`config.mk`:
```
export PLATFORM = sky130hd
export DESIGN_NAME = rand_word_sched_flat
export DESIGN_NICKNAME = d
export VERILOG_FILES = /design/src/rtl/rand_word_sched_if.sv /design/src/rtl/rand_word_sched.sv /design/src/flat_wrapper.sv
export SDC_FILE = /design/constraint.sdc
export NUM_CORES = 1
export LEC_CHECK = 0
export BUFFER_PORTS_ARGS = -buffer_cell sky130_fd_sc_hd__buf_2
export CAP_MARGIN = 40
export CORE_ASPECT_RATIO = 0.9
export CORE_MARGIN = 2
export CORE_UTILIZATION = 52
export DETAILED_ROUTE_END_ITERATION = 6
export GPL_ROUTABILITY_DRIVEN = 0
export PLACE_DENSITY = 0.78
export SETUP_SLACK_MARGIN = 0.02
export SKIP_CTS_REPAIR_TIMING = 1
export SYNTH_ARGS = -nofsm -noshare
export SYNTH_HDL_FRONTEND = slang
export SYNTH_SLANG_ARGS = --single-unit
```
`constraint.sdc`:
```
create_clock -name clk -period 2.2 [get_ports clk]
set_input_delay 0.22 -clock clk [delete_from_list [all_inputs] [get_ports clk]]
set_output_delay 0.22 -clock clk [all_outputs]
set_load 0.05 [all_outputs]
```
`src/rtl/rand_word_sched_if.sv`:
```
// Handshake bundle between rand_word_sched and its requesters.
//   req        : level request, one bit per requester (requester -> scheduler)
//   gnt        : one-hot grant, zero when idle           (scheduler -> requester)
//   rand_valid : rand_word is valid for the granted requester
//   rand_word  : assembled WORD_WIDTH-bit random word
//   rand_ack   : granted requester accepts rand_word
//   busy       : scheduler is in any state other than IDLE
// master modport is the scheduler side; slave modport is the requester side.
interface rand_word_sched_if #(
  parameter int WORD_WIDTH = 32,
  parameter int NUM_REQ    = 2
);
  logic [NUM_REQ-1:0]    req;
  logic [NUM_REQ-1:0]    gnt;
  logic                  rand_valid;
  logic [WORD_WIDTH-1:0] rand_word;
  logic                  rand_ack;
  logic                  busy;

  modport master (
    input  req,
    input  rand_ack,
    output gnt,
    output rand_valid,
    output rand_word,
    output busy
  );

  modport slave (
    output req,
    output rand_ack,
    input  gnt,
    input  rand_valid,
    input  rand_word,
    input  busy
  );
endinterface

```
`src/rtl/rand_word_sched.sv`:
```
// Random-word scheduler: shares a free-running half-width LFSR between
// NUM_REQ requesters. Grants one requester at a time (round-robin), samples
// the LFSR twice SAMPLE_GAP edges apart, assembles {hi, lo}, optionally
// forces MSB and LSB to 1 (odd full-width prime candidate), and presents
// the word on a valid/ack handshake.
// Ports:
//   clk     : clock, rising edge
//   rst     : synchronous active-high reset
//   lfsr_in : current LFSR state (WORD_WIDTH/2 bits)
//   bus     : master side of rand_word_sched_if (req/gnt/valid/word/ack/busy)
module rand_word_sched #(
  parameter int WORD_WIDTH    = 32,
  parameter int NUM_REQ       = 2,
  parameter int SAMPLE_GAP    = 16,
  parameter int FORCE_ODD_MSB = 1
) (
  input  logic                    clk,
  input  logic                    rst,
  input  logic [WORD_WIDTH/2-1:0] lfsr_in,
  rand_word_sched_if.master       bus
);

  localparam int HALF  = WORD_WIDTH / 2;
  localparam int PTR_W = (NUM_REQ > 1) ? $clog2(NUM_REQ) : 1;
  localparam int CNT_W = (SAMPLE_GAP > 1) ? $clog2(SAMPLE_GAP) : 1;
  localparam logic [CNT_W-1:0] CNT_LAST = CNT_W'(SAMPLE_GAP - 1);

  typedef enum logic [1:0] {IDLE, WAIT_LO, WAIT_HI, VALID} state_t;

  state_t                state_reg, state_next;
  logic [PTR_W-1:0]      ptr_reg, ptr_next;
  logic [PTR_W-1:0]      win_reg, win_next;
  logic [NUM_REQ-1:0]    gnt_reg, gnt_next;
  logic [CNT_W-1:0]      cnt_reg, cnt_next;
  logic [HALF-1:0]       lo_reg, lo_next;
  logic [HALF-1:0]       hi_reg, hi_next;
  logic [WORD_WIDTH-1:0] word_reg, word_next;
  logic                  valid_reg, valid_next;

  // Round-robin candidates: slot gi looks at requester (ptr + gi) mod NUM_REQ,
  // so the lowest hitting slot is the first requester at or after ptr.
  logic [PTR_W-1:0]   cand_idx [NUM_REQ];
  logic [NUM_REQ-1:0] cand_hit;
  logic [PTR_W-1:0]   pick_idx;

  for (genvar gi = 0; gi < NUM_REQ; gi++) begin : g_cand
    assign cand_idx[gi] = (int'(ptr_reg) + gi >= NUM_REQ)
                          ? PTR_W'(int'(ptr_reg) + gi - NUM_REQ)
                          : PTR_W'(int'(ptr_reg) + gi);
    assign cand_hit[gi] = bus.req[cand_idx[gi]];
  end

  // Descending scan so the lowest-numbered hitting slot wins.
  always_comb begin
    pick_idx = '0;
    for (int i = NUM_REQ - 1; i >= 0; i--) begin
      if (cand_hit[i]) pick_idx = cand_idx[i];
    end
  end

  always_ff @(posedge clk) begin
    if (rst) begin
      state_reg <= IDLE;
      ptr_reg   <= '0;
      win_reg   <= '0;
      gnt_reg   <= '0;
      cnt_reg   <= '0;
      lo_reg    <= '0;
      hi_reg    <= '0;
      word_reg  <= '0;
      valid_reg <= 1'b0;
    end else begin
      state_reg <= state_next;
      ptr_reg   <= ptr_next;
      win_reg   <= win_next;
      gnt_reg   <= gnt_next;
      cnt_reg   <= cnt_next;
      lo_reg    <= lo_next;
      hi_reg    <= hi_next;
      word_reg  <= word_next;
      valid_reg <= valid_next;
    end
  end

  always_comb begin
    state_next = state_reg;
    ptr_next   = ptr_reg;
    win_next   = win_reg;
    gnt_next   = gnt_reg;
    cnt_next   = cnt_reg;
    lo_next    = lo_reg;
    hi_next    = hi_reg;
    word_next  = word_reg;
    valid_next = valid_reg;

    unique case (state_reg)
      IDLE: begin
        if (|bus.req) begin
          win_next   = pick_idx;
          gnt_next   = NUM_REQ'(1) << pick_idx;
          cnt_next   = '0;
          state_next = WAIT_LO;
        end
      end

      WAIT_LO: begin
        if (!bus.req[win_reg]) begin
          // Abort: pointer is not advanced, so the same requester keeps
          // priority on its next request.
          gnt_next   = '0;
          state_next = IDLE;
        end else if (cnt_reg == CNT_LAST) begin
          lo_next    = lfsr_in;
          cnt_next   = '0;
          state_next = WAIT_HI;
        end else begin
          cnt_next = cnt_reg + 1'b1;
        end
      end

      WAIT_HI: begin
        if (!bus.req[win_reg]) begin
          gnt_next   = '0;
          state_next = IDLE;
        end else if (cnt_reg == CNT_LAST) begin
          hi_next   = lfsr_in;
          cnt_next  = '0;
          word_next = {hi_next, lo_reg};
          if (FORCE_ODD_MSB != 0) begin
            word_next[WORD_WIDTH-1] = 1'b1;
            word_next[0]            = 1'b1;
          end
          valid_next = 1'b1;
          state_next = VALID;
        end else begin
          cnt_next = cnt_reg + 1'b1;
        end
      end

      VALID: begin
        // Ack wins over a simultaneous request drop.
        if (bus.rand_ack) begin
          valid_next = 1'b0;
          gnt_next   = '0;
          ptr_next   = (int'(win_reg) == NUM_REQ - 1) ? '0 : win_reg + 1'b1;
          state_next = IDLE;
        end else if (!bus.req[win_reg]) begin
          valid_next = 1'b0;
          gnt_next   = '0;
          state_next = IDLE;
        end
      end

      default: state_next = IDLE;
    endcase
  end

  assign bus.gnt        = gnt_reg;
  assign bus.rand_valid = valid_reg;
  assign bus.rand_word  = word_reg;
  assign bus.busy       = (state_reg != IDLE);

endmodule

```
`src/flat_wrapper.sv`:
```
// flat-port wrapper written by rule: the top's interface ports become plain ports
module rand_word_sched_flat 
#(
  parameter int WORD_WIDTH    = 32,
  parameter int NUM_REQ       = 2,
  parameter int SAMPLE_GAP    = 16,
  parameter int FORCE_ODD_MSB = 1
)
  (clk, rst, lfsr_in, bus_req, bus_rand_ack, bus_gnt, bus_rand_valid, bus_rand_word, bus_busy);
  rand_word_sched_if #(.WORD_WIDTH(WORD_WIDTH), .NUM_REQ(NUM_REQ)) bus_i ();
  input  logic clk;
  input  logic rst;
  input  logic [WORD_WIDTH/2-1:0] lfsr_in;
  input wire logic [$bits(bus_i.req)-1:0] bus_req;
  input wire logic [$bits(bus_i.rand_ack)-1:0] bus_rand_ack;
  output wire logic [$bits(bus_i.gnt)-1:0] bus_gnt;
  output wire logic [$bits(bus_i.rand_valid)-1:0] bus_rand_valid;
  output wire logic [$bits(bus_i.rand_word)-1:0] bus_rand_word;
  output wire logic [$bits(bus_i.busy)-1:0] bus_busy;
  assign bus_i.req = bus_req;
  assign bus_i.rand_ack = bus_rand_ack;
  assign bus_gnt = bus_i.gnt;
  assign bus_rand_valid = bus_i.rand_valid;
  assign bus_rand_word = bus_i.rand_word;
  assign bus_busy = bus_i.busy;
  rand_word_sched #(.WORD_WIDTH(WORD_WIDTH), .NUM_REQ(NUM_REQ), .SAMPLE_GAP(SAMPLE_GAP), .FORCE_ODD_MSB(FORCE_ODD_MSB)) u_core (.clk(clk), .rst(rst), .lfsr_in(lfsr_in), .bus(bus_i));
endmodule
```
==> reports/results.tsv <==
metric	value	unit
tritoncts	built	
initial_core_util	54.8	%
nets	361	
stdcell_area	2760	sq um
grt_max_degree	45	
final.min_clock_period	1.92	ns
avgRoutedWirePerCell	13.0	microns
report.final.slew_viol_count	0	
antenna_found_initial	0	
ios	57	
crit_required	2.45	ns
layout.area.seq	1140	sq um
syn_nets	309	
largest_reg_flops	31	
relSlewSlack	48.7	%
dpl.cell_count	372	
hold_violations	0	
final_common_cell	nand2_1	
ant_nets	0	
criticalPathCategory	flip-flop to flip-flop	
die_h	66.6	microns
ys_ff_latch	57	
drc	0	
gr-usage-all-layers	21.9	%
fp.dieW	73.5	microns
crit_path_end_kind	flip-flop	
cts_buffer_depth	2	
rows	22	
final_cells	388	
holdWs	0.113	ns
post_synth_mux_area_share	0.664	%
dpl-instance-area	2530	sq um
dieArea	4890	sq um
crit_path_max_fanout	32	
fillers	356	
multiInputGateArea	988	sq um
cp.arrival	2.18	ns
p_leak	1.14	nW
port_buffers	56	
final.setup.tns	0	ns
powerDensity	847	nW/um^2
setup_viol_count_final	0	
syn-mean-instance-area	7.99	sq um
ys_seq_area_share	50.5	%
critPathLaunchType	flip-flop	
vias_per_cell	5.27	
mostFrequentLayoutCells	nand2_1, dfxtp_1, a21oi_1, buf_2, clkbuf_8	
first_pass_iters	4	
ir_worst_vdd	0.661	mV
fin_crit_sh	87.4	%
core-area	4130	sq um
synth-compound-area-share	18.5	%
grt_pass1_vias	1777	
num_vias	2046	
post-dp-hpwl	3.24	mm
maxCapViolCount	0	
grt_pass1_wl	8.07	mm
status	complete, no violations	
syn_area	2260	sq um
synthCells	283	
grt_overflow	0	
drtIter0Drc	180	
worstHoldPathType	input pin to flip-flop	
fmax	520	MHz
wl	5.03	mm
ys_warn_count	0	
clkLatencyLatePin	0.34	ns
cts_root_buf	clkbuf_8	
synth_fa_ha_area_share	2.77	%
synthXorXnorAreaFrac	0	%
clkTransAtPathRegs	0.07	ns
drive_above_1_share	24.1	%
finClkSkew	0.0110	ns
area_delta_synth_final	22.2	%
rsz0062_at_grt	no	
ys_types	32	
synth_top_family_by_area	simple AND/OR/NAND/NOR gates	
insertedDiodeCount	0	
htreeDepth	3	
numCtsBuffers	9	
worst_slew_pin_slew	0.769	ns
cts.sinks	57	
yosys.area_share.simple	21.8	%
[cell families (layout without fill, tap and decap cells)]
group,Yosys count,after routing
AO/OA/AOI/OAI,72,72
adder cells (fa/ha/maj),5,5
buffers and inverters,27,84
flip-flops,57,57
multiplexers,1,1
AND/OR/NAND/NOR,121,121
[final cells by class]
cell class                 instances  area share, %
sequential                        57           41.3
multi-input combinational        199           35.8
timing repair buffer              61           11.5
clock buffer                      11           5.48
clock inverter                     5           2.81
tap                               48           2.17
inverter                           7          0.951
[critical path, stage by stage (launching register included)]
cell and delay, ns:
dfxtp_1 0.40, ha_1 0.24, and3_1 0.38, and3_1 0.21, buf_4 0.31, o21bai_1 0.10, a31oi_1 0.19
[metal layers]
| metal | global-route usage, % | vias to the layer above | wire [microns] |
|---|---|---|---|
| met5 | 0 | - | 0 |
| met4 | 8.86 | 0 | 83 |
| met3 | 9.38 | 9 | 288 |
| met2 | 32.1 | 65 | 2340 |
| met1 | 28.3 | 934 | 2320 |
| li1 | - | 1038 | - |
[synth_stat cells (all sizes together)]
library cell	count	area (sq um)
and3	3	18.8
nand2b	1	6.26
clkbuf	7	26.3
nand4b	1	8.76
nor2b	1	6.26
a31oi	1	6.26
a2111oi	2	18.8
nand3	4	20.0
a22oi	1	12.5
o32ai	1	8.76
inv	7	26.3
o21ai	5	43.8
nand3b	1	7.51
ha	5	62.6
mux2	1	15.0
buf	13	78.8
nor2	9	33.8
or3	1	6.26
a21o	2	15.0
a21oi	56	280
nand2	97	364
dfxtp	57	1140
o22a	1	8.76
a311oi	1	8.76
o21bai	2	15.0
nand4	1	6.26
nor3b	2	15.0
[through the flow]
stage                     power (mW)  worst slack, ns  utilization (%)
final                           2.34            0.278             66.9
after CTS                       2.35            0.305             66.9
after global routing            2.43            0.138             66.9
after floorplan                 1.20            0.648                -
after detailed placement        1.25            0.341             61.4
after global placement          1.25            0.464             61.4
[final timing paths]
check                          start                        to  slack (ns)  cells after the start
min                       lfsr_in[0]  u_core.bus.rand_word[16]        0.11                      3
max                u_core.cnt_reg[0]     u_core.bus.rand_valid        0.28                      6
min reg2reg  u_core.bus.rand_word[3]   u_core.bus.rand_word[3]        0.45                      2
max reg2reg        u_core.cnt_reg[0]     u_core.bus.rand_valid        0.28                      6
[power breakdown]
group / internal [mW] / total, mW / switching [mW]
Clock: 0.695 / 1.11 / 0.412
Sequential: 1.04 / 1.05 / 0.00934
Combinational: 0.0594 / 0.180 / 0.121
(Power assumes the default switching activity.)
